`src/rtl/sys_rst_seq_pkg.sv`:
```
// Shared state encoding and counter sizing for the reset sequencer.
package sys_rst_seq_pkg;

  localparam int NUM_CH_MAX = 16;

  typedef enum logic [2:0] {
    S_PLL_RST   = 3'd0,
    S_WAIT_LOCK = 3'd1,
    S_HOLD      = 3'd2,
    S_RELEASE   = 3'd3,
    S_RUN       = 3'd4
  } state_e;

  // Bits needed to hold 0..max_val; never less than one bit.
  function automatic int cnt_w(input int max_val);
    return (max_val < 1) ? 1 : $clog2(max_val + 1);
  endfunction

endpackage

```
`src/rtl/sys_sync_2ff.sv`:
```
// Single-bit two-flop synchroniser; both flops clear to 0 on reset.
module sys_sync_2ff (
  input  logic clk_i,
  input  logic rst_i,
  input  logic d_i,
  output logic q_o
);

  logic meta_q, meta_d;
  logic sync_q, sync_d;

  always_comb begin
    meta_d = d_i;
    sync_d = meta_q;
  end

  always_ff @(posedge clk_i or posedge rst_i) begin
    if (rst_i) begin
      meta_q <= 1'b0;
      sync_q <= 1'b0;
    end else begin
      meta_q <= meta_d;
      sync_q <= sync_d;
    end
  end

  assign q_o = sync_q;

endmodule

```
`src/rtl/sys_rst_seq.sv`:
```
// PLL reset / lock filter / staggered channel release sequencer.
// Define SYS_RST_SEQ_TIMEOUT_EN to add the sticky lock timeout (timeout_o).
module sys_rst_seq #(
  parameter int NUM_CH       = 4,
  parameter int PLL_RST_CNT  = 8,
  parameter int LOCK_FILTER  = 16,
  parameter int HOLD_CNT     = 50,
  parameter int STAGGER_CNT  = 10,
  parameter int LOCK_TIMEOUT = 1000
) (
  input  logic              clk_i,
  input  logic              rst_i,
  input  logic              ext_rst_n_i,
  input  logic              pll_locked_i,
  input  logic              sw_rst_i,
  output logic              pll_rst_o,
  output logic [NUM_CH-1:0] ch_rst_n_o,
  output logic              seq_done_o,
  output logic              timeout_o
);

  import sys_rst_seq_pkg::*;

  if (NUM_CH < 1 || NUM_CH > NUM_CH_MAX || PLL_RST_CNT < 1 || LOCK_FILTER < 1 ||
      HOLD_CNT < 0 || STAGGER_CNT < 1 || LOCK_TIMEOUT < 1) begin : g_param_err
    $error("sys_rst_seq: parameter out of range");
  end

  localparam int PLL_W  = cnt_w(PLL_RST_CNT);
  localparam int FILT_W = cnt_w(LOCK_FILTER);
  localparam int HOLD_W = cnt_w(HOLD_CNT);
  localparam int STG_W  = cnt_w(STAGGER_CNT);

  localparam logic [PLL_W-1:0]  PLL_LAST  = PLL_W'(PLL_RST_CNT - 1);
  localparam logic [FILT_W-1:0] FILT_LAST = FILT_W'(LOCK_FILTER - 1);
  localparam logic [HOLD_W-1:0] HOLD_LAST = HOLD_W'((HOLD_CNT > 0) ? HOLD_CNT - 1 : 0);
  localparam logic [STG_W-1:0]  STG_LAST  = STG_W'(STAGGER_CNT - 1);
  localparam logic [NUM_CH-1:0] CH_FIRST  = NUM_CH'(1);

  logic ext_rst_n_sync;
  logic lock_sync;

  sys_sync_2ff u_sync_ext (
    .clk_i (clk_i),
    .rst_i (rst_i),
    .d_i   (ext_rst_n_i),
    .q_o   (ext_rst_n_sync)
  );

  sys_sync_2ff u_sync_lock (
    .clk_i (clk_i),
    .rst_i (rst_i),
    .d_i   (pll_locked_i),
    .q_o   (lock_sync)
  );

  state_e            state_q, state_d;
  logic [PLL_W-1:0]  pll_cnt_q, pll_cnt_d;
  logic [FILT_W-1:0] filt_cnt_q, filt_cnt_d;
  logic [HOLD_W-1:0] hold_cnt_q, hold_cnt_d;
  logic [STG_W-1:0]  stg_cnt_q, stg_cnt_d;
  logic              pll_rst_q, pll_rst_d;
  logic [NUM_CH-1:0] ch_rst_n_q, ch_rst_n_d;
  logic              seq_done_q, seq_done_d;

`ifdef SYS_RST_SEQ_TIMEOUT_EN
  localparam int                TO_W    = cnt_w(LOCK_TIMEOUT);
  localparam logic [TO_W-1:0]   TO_LAST = TO_W'(LOCK_TIMEOUT - 1);
  logic [TO_W-1:0] to_cnt_q, to_cnt_d;
  logic            timeout_q, timeout_d;
`endif

  always_comb begin
    state_d    = state_q;
    pll_cnt_d  = '0;
    filt_cnt_d = '0;
    hold_cnt_d = '0;
    stg_cnt_d  = '0;
    ch_rst_n_d = ch_rst_n_q;
    seq_done_d = 1'b0;
`ifdef SYS_RST_SEQ_TIMEOUT_EN
    to_cnt_d   = '0;
    timeout_d  = timeout_q;
`endif

    case (state_q)
      S_PLL_RST: begin
        ch_rst_n_d = '0;
        if (pll_cnt_q == PLL_LAST) state_d = S_WAIT_LOCK;
        else                       pll_cnt_d = pll_cnt_q + 1'b1;
      end
      S_WAIT_LOCK: begin
        ch_rst_n_d = '0;
        if (lock_sync && filt_cnt_q == FILT_LAST) begin
          if (HOLD_CNT == 0) begin
            state_d    = S_RELEASE;
            ch_rst_n_d = CH_FIRST;
          end else begin
            state_d = S_HOLD;
          end
        end else begin
          if (lock_sync) filt_cnt_d = filt_cnt_q + 1'b1;
`ifdef SYS_RST_SEQ_TIMEOUT_EN
          if (to_cnt_q == TO_LAST) begin
            state_d    = S_PLL_RST;
            timeout_d  = 1'b1;
            filt_cnt_d = '0;
          end else begin
            to_cnt_d = to_cnt_q + 1'b1;
          end
`endif
        end
      end
      S_HOLD: begin
        if (hold_cnt_q == HOLD_LAST) begin
          state_d    = S_RELEASE;
          ch_rst_n_d = CH_FIRST;
        end else begin
          hold_cnt_d = hold_cnt_q + 1'b1;
        end
      end
      S_RELEASE: begin
        // Top channel already released: one more cycle, then run.
        if (ch_rst_n_q[NUM_CH-1]) begin
          state_d    = S_RUN;
          seq_done_d = 1'b1;
        end else if (stg_cnt_q == STG_LAST) begin
          ch_rst_n_d = (ch_rst_n_q << 1) | CH_FIRST;
        end else begin
          stg_cnt_d = stg_cnt_q + 1'b1;
        end
      end
      S_RUN: begin
        seq_done_d = 1'b1;
      end
      default: begin
        state_d    = S_PLL_RST;
        ch_rst_n_d = '0;
      end
    endcase

    // Lock loss drops the channels but leaves the PLL running.
    if (!lock_sync && (state_q inside {S_HOLD, S_RELEASE, S_RUN})) begin
      state_d    = S_WAIT_LOCK;
      ch_rst_n_d = '0;
      seq_done_d = 1'b0;
      hold_cnt_d = '0;
      stg_cnt_d  = '0;
      filt_cnt_d = '0;
    end

    // Button or software reset wins over everything and restarts the PLL pulse.
    if (!ext_rst_n_sync || sw_rst_i) begin
      state_d    = S_PLL_RST;
      pll_cnt_d  = '0;
      filt_cnt_d = '0;
      hold_cnt_d = '0;
      stg_cnt_d  = '0;
      ch_rst_n_d = '0;
      seq_done_d = 1'b0;
`ifdef SYS_RST_SEQ_TIMEOUT_EN
      to_cnt_d   = '0;
`endif
    end

    pll_rst_d = (state_d == S_PLL_RST);
  end

  always_ff @(posedge clk_i or posedge rst_i) begin
    if (rst_i) begin
      state_q    <= S_PLL_RST;
      pll_cnt_q  <= '0;
      filt_cnt_q <= '0;
      hold_cnt_q <= '0;
      stg_cnt_q  <= '0;
      pll_rst_q  <= 1'b1;
      ch_rst_n_q <= '0;
      seq_done_q <= 1'b0;
    end else begin
      state_q    <= state_d;
      pll_cnt_q  <= pll_cnt_d;
      filt_cnt_q <= filt_cnt_d;
      hold_cnt_q <= hold_cnt_d;
      stg_cnt_q  <= stg_cnt_d;
      pll_rst_q  <= pll_rst_d;
      ch_rst_n_q <= ch_rst_n_d;
      seq_done_q <= seq_done_d;
    end
  end

`ifdef SYS_RST_SEQ_TIMEOUT_EN
  always_ff @(posedge clk_i or posedge rst_i) begin
    if (rst_i) begin
      to_cnt_q  <= '0;
      timeout_q <= 1'b0;
    end else begin
      to_cnt_q  <= to_cnt_d;
      timeout_q <= timeout_d;
    end
  end

  assign timeout_o = timeout_q;
`else
  assign timeout_o = 1'b0;
`endif

  assign pll_rst_o  = pll_rst_q;
  assign ch_rst_n_o = ch_rst_n_q;
  assign seq_done_o = seq_done_q;

endmodule

```
`config.mk`:
```
export PLATFORM = sky130hd
export DESIGN_NAME = sys_rst_seq
export DESIGN_NICKNAME = d
export VERILOG_FILES = /design/src/rtl/sys_rst_seq_pkg.sv /design/src/rtl/sys_sync_2ff.sv /design/src/rtl/sys_rst_seq.sv
export SDC_FILE = /design/constraint.sdc
export NUM_CORES = 1
export LEC_CHECK = 0
export CAP_MARGIN = 20
export CORE_ASPECT_RATIO = 0.6
export CORE_MARGIN = 2
export CORE_UTILIZATION = 56
export DETAILED_ROUTE_END_ITERATION = 10
export PLACE_DENSITY = 0.8
export SETUP_SLACK_MARGIN = 0.05
export SLEW_MARGIN = 10
export SYNTH_ARGS = -nofsm -noshare
export SYNTH_HDL_FRONTEND = slang
export SYNTH_HIERARCHICAL = 1
export SYNTH_SLANG_ARGS = --single-unit
```
`constraint.sdc`:
```
create_clock -name clk_i -period 2.3 [get_ports clk_i]
set_input_delay 0.345 -clock clk_i [delete_from_list [all_inputs] [get_ports clk_i]]
set_output_delay 0.345 -clock clk_i [all_outputs]
set_load 0.01 [all_outputs]
```
; After elaboration in Yosys (flattened, before gate mapping)
; Cells that the tools add are included.
[totals]
reg_bits = 32
word_cells = 73
inputBits = 5
[classes]
muxes = 34
n_eq_ne = 12
add_sub_neg = 4
reduce_logical = 10
[op_table]
columns = op, n
row1 = 4-bit two-way mux, 13
row2 = 5-bit two-way mux, 5
row3 = 6-bit two-way mux, 4
row4 = 3-bit two-way mux, 6
row5 = 3-bit case mux with 5 select lines, 1
row6 = 4-bit by 2-bit inequality test with 1-bit output (second input constant), 3
row7 = 4-bit case mux with 3 select lines, 1
row8 = 4-bit by 1-bit adder with 4-bit output (second input constant), 2
row9 = 6-bit by 1-bit adder with 6-bit output (second input constant), 1
row10 = 3-bit by 2-bit == test with 1-bit output (second input constant), 2
row11 = 6-bit == test (second input constant), 1
row12 = 3-bit zero test, 2
row13 = 5-bit by 1-bit adder with 5-bit output (second input constant), 1
row14 = 5-bit by 4-bit == test with 1-bit output (second input constant), 1
row15 = 4-bit by 3-bit == test with 1-bit output (second input constant), 1
row16 = 4-bit == test (second input constant), 1
row17 = 4-bit AND reduction, 1
row18 = 3-bit by 1-bit == test with 1-bit output (second input constant), 1
row19 = 3-bit == test (second input constant), 1
row20 = 1-bit two-way mux, 3
row21 = 3-bit by 1-bit inequality test with 1-bit output (second input constant), 1
row22 = 3-bit nonzero test, 1
row23 = 1-bit logical AND, 2
row24 = 1-bit zero test, 2
row25 = other kinds (3), 3

; Longest topological paths before layout
[depth]
word_depth = 7
ltp_mapped = 7
depth_no_buf = 7

; Hierarchy
; Netlist, hierarchy kept.
[modules_own_cells]
columns = module, cells_each, n_inst, area_per_inst_um2
row1 = sys_rst_seq, 137, 1, 1426.4
row2 = sys_sync_2ff, 3, 2, 53.8

; Worst setup path after synthesis
; Ideal clock, no wire load.
[synth_timing]
path_kind = register to register
startpoint = reg filt_cnt_q[0]
endpoint = reg pll_rst_q (netlist: pll_rst_o)
arrival_ns = 1.590
n_path_buf = 0
path_stages_with_launch = 8
slack_ns = 0.619
cell_sequence = dfrtp_1 ha_1 and3_1 ha_1 or3_1 a21oi_1 o311a_2 nor3_2
[synth_via]
elab_chain_len = 7
[synth_lines]
columns = element, line_no
row1 = from (decl), sys_rst_seq.sv:59  ; logic [FILT_W-1:0] filt_cnt_q, filt_cnt_d;
row2 = from (signal assigned), sys_rst_seq.sv:182  ; filt_cnt_q <= filt_cnt_d;
row3 = 5-bit by 4-bit == test with 1-bit output, sys_rst_seq.sv:94  ; if (lock_sync && filt_cnt_q == FILT_LAST) begin
row4 = 1-bit logical AND, sys_rst_seq.sv:94
row5 = 3-bit two-way mux, sys_rst_seq.sv:94
row6 = 3-bit case mux with 5 select lines, sys_rst_seq.sv:86  ; case (state_q)
row7 = 3-bit two-way mux, sys_rst_seq.sv:143  ; if (!lock_sync && (state_q inside {S_HOLD, S_RELEASE, S_RUN})) begin
row8 = 3-bit two-way mux, sys_rst_seq.sv:153  ; if (!ext_rst_n_sync || sw_rst_i) begin
row9 = named net state_d[0], sys_rst_seq.sv:57  ; state_e state_q, state_d;
row10 = 3-bit zero test, sys_rst_seq.sv:166  ; pll_rst_d = (state_d == S_PLL_RST);
row11 = named net pll_rst_d, sys_rst_seq.sv:62  ; logic pll_rst_q, pll_rst_d;
row12 = to (signal assigned), sys_rst_seq.sv:185  ; pll_rst_q <= pll_rst_d;
row13 = to (decl), sys_rst_seq.sv:62
; The timed path passes the listed nets, and every way through them passes these cells.
; A chain may end at the register's enable or synchronous reset.

; Worst setup path after layout
; Ends and elaborated chain as after synthesis.

==> impl_metrics.tcl <==
set metrics [dict create \
    status "completed" \
    fmaxAchievable_mhz 562.7 \
    finalCriticalPeriod_ns 1.777 \
    ys_ff_latch 32 \
    async_flop_share_pct 100.0 \
    finalSetupTns_ns 0 \
    hold_violations 0 \
    p_leak_nw 0.8300 \
    finalSetupViolCount 0 \
    overflow 0 \
    synth_cell_types 41 \
    grt_pass1_wl_um 4947 \
    p_seq_share_pct 54.2 \
    ant_nets 0 \
    ctsHtreeMaxLevel 2 \
    skew_ns 0.004661 \
    p_int_mw 0.8211 \
    placedCellCount 183 \
    design.core.area_mm2 0.002557 \
    critPathCaptureType "register" \
    drc_errors 0 \
    rsz0062_at_grt "no" \
    die_h_um 44.54 \
    final-instance-count-excl-fill 191 \
    yosysSeqAreaShare_pct 52.28 \
    areaGrowthSynthToFinish_pct 14.44 \
    synth_edf_count 0 \
    synth_warnings 6 \
    maxSlewViolCount 0 \
    drt_iter0_drc 81 \
    clockRootBuffer "clkbuf_8" \
    ioPinCount 12 \
    clk_pin_slew_ns 0.07 \
    clockBufferDepth 2 \
    dpl.hpwl_um 1960 \
    grt_max_degree 29 \
    grt_usage_pct 21.68 \
    crit_arrival_ns 1.99 \
    p_sw_mw 0.2334 \
    required_ns 2.51 \
    grt_pass1_vias 1040 \
    wl_per_cell_um 14.81 \
    numPortBuffers 10 \
    rows 14 \
    powerDensity_mw_per_mm2 600.7 \
    dpl_cell_area_mm2 0.001658 \
    start_util_pct 59.98 \
    switching_share_pct 22.13 \
    gp_congestion 0.7890 \
    synth_area_leaders "dfrtp_1 51%, ha_1 5.7%, nor2_1 4.9%, xnor2_1 2.9%, inv_1 2.7%" \
    synth_top_area_share_pct 50.57 \
    start_kind "register" \
    power_mw 1.055 \
    ir_drop_v 0.0005349 \
    clock_sinks 32 \
    cts_resized 0 \
    numCtsBuffers 5 \
    syn_inst 143 \
    wl_um 2828 \
    syn_area_mm2 0.001534 \
    fin_nets 170 \
    p_clk_share_pct 43.0 \
    firstDrtPassIters 5 \
    post_cts.repair.setup_buffers 0 \
    cts_tree "yes" \
    die_area_mm2 0.003188 \
    num_antenna_cells 0 \
    cap_violations 0 \
    worst-path-max-fanout 3 \
    cts_hold_buf 0 \
    antenna_found_initial 0 \
    avgSynthCellArea_um2 10.73 \
    dpl_worst_slack_ns 0.4749 \
    p_comb_share_pct 2.8 \
    setup_ws_ns 0.5228 \
    synth_flop_cell "dfrtp_1" \
    synth_top_cell_by_area "dfrtp_1" \
    post-route-period-util_pct 77.27 \
    avgViaCountPerCell 5.634 \
    vias 1076 \
    die_w_um 71.57 \
    synth_nets 155 \
    layout-drive-gt1-share_pct 11.32 \
    worstSetupPathType "reg2reg" \
    hold_class "in2async" \
    clk_latency_ns 0.29 \
    design_area_mm2 0.001755 \
]
==> cell type report <==
| class | instances | area, um^2 |
|---|---|---|
| clock buffer | 6 | 82.58 |
| clock inverter | 2 | 15.01 |
| fill | 190 | 802.0 |
| inverter | 11 | 41.29 |
| multi-input combinational | 96 | 659.4 |
| sequential | 32 | 802.0 |
| tap | 32 | 40.04 |
| timing repair buffer | 12 | 115.1 |
==> power groups by stage <==
stage               clock (mW)  combinational [mW]  sequential, mW
floorplan                    0              0.0163           0.581
global placement             0              0.0289           0.582
detailed placement           0              0.0304           0.582
CTS                      0.465              0.0304           0.571
global route             0.492              0.0332           0.572
finish                   0.454              0.0292           0.572
==> sequential cells by signal, indices dropped and copies added, names as in the netlist <==
| register | flops |
|---|---|
| hold_cnt_q | 6 |
| filt_cnt_q | 5 |
| ch_rst_n_o | 4 |
| pll_cnt_q | 4 |
| stg_cnt_q | 4 |
| state_q | 3 |
| pll_rst_o | 1 |
| seq_done_o | 1 |
| u_sync_ext/meta_q | 1 |
| u_sync_ext/q_o | 1 |
| u_sync_lock/meta_q | 1 |
| u_sync_lock/q_o | 1 |
==> kinds of logic after synthesis <==
kind of cell / after synthesis / share of synthesized area [%]
AO/OA/AOI/OAI: 16 / 7.994
XOR/XNOR: 9 / 5.138
adder cells (fa/ha/maj): 7 / 5.709
buffers and inverters: 15 / 4.730
flip-flops: 32 / 52.28
multiplexers: 1 / 0.6526
other: 1 / 0.2445
AND/OR/NAND/NOR: 62 / 23.25
==> cells in the mapped netlist, drive strengths merged (2+ instances only) <==
library cell,count
a21oi,3
and3,4
and3b,2
buf,4
dfrtp,31
ha,7
inv,11
nand2,7
nand3,8
nor2,20
nor3,5
nor3b,2
o21ai,5
or3,3
xnor2,5
xor2,4
==> worst paths after layout <==
path	from	to	slack [ns]	cells past startpoint
worst max-delay path	filt_cnt_q[0]	pll_rst_o	0.52	7
worst min-delay path	rst_i	u_sync_ext/q_o	0.27	2
worst max register to register	filt_cnt_q[0]	pll_rst_o	0.52	7
worst min register to register	u_sync_ext/meta_q	u_sync_ext/q_o	0.36	0
max in group asynchronous	rst_i	pll_rst_o	1.49	3
min in group clk_i	u_sync_ext/meta_q	u_sync_ext/q_o	0.36	0
==> worst max-delay path, cell delays in order, from the launching register on <==
cell,delay (ns)
dfrtp_1,0.40
ha_1,0.23
and3_1,0.19
ha_1,0.20
or3_1,0.31
a21oi_1,0.15
o311a_2,0.19
nor3_2,0.05
==> metrics by stage <==
step,hold WS (ns),util [%]
floorplan,0.08618,-
finish,0.2671,68.64
global route,0.2843,68.64
CTS,0.2680,68.64
detailed placement,0.3478,64.82
global placement,0.3374,64.82
==> cell usage in the layout (no fill, tap or decap), types with 2 or more instances in the layout <==
cell / instances
a21oi_1: 3
xor2_1: 4
and3b_1: 2
inv_1: 11
nor3b_1: 2
o21ai_0: 5
clkinvlp_4: 2
nor2_1: 20
clkdlybuf4s50_1: 10
or3_1: 3
ha_1: 7
nand2_1: 7
nand3_1: 8
and3_1: 4
nor3_2: 2
dfrtp_1: 31
buf_4: 2
clkbuf_8: 6
nor3_1: 3
xnor2_1: 5
==> per-layer routing <==
layer	track usage, %	routed length [um]	up-vias
li1	-	-	517
met1	28.85	1318	523
met2	32.41	1299	28
met3	7.062	153	8
met4	10.94	57	0
met5	0	0	-
Power figures use the tool's default switching activity.
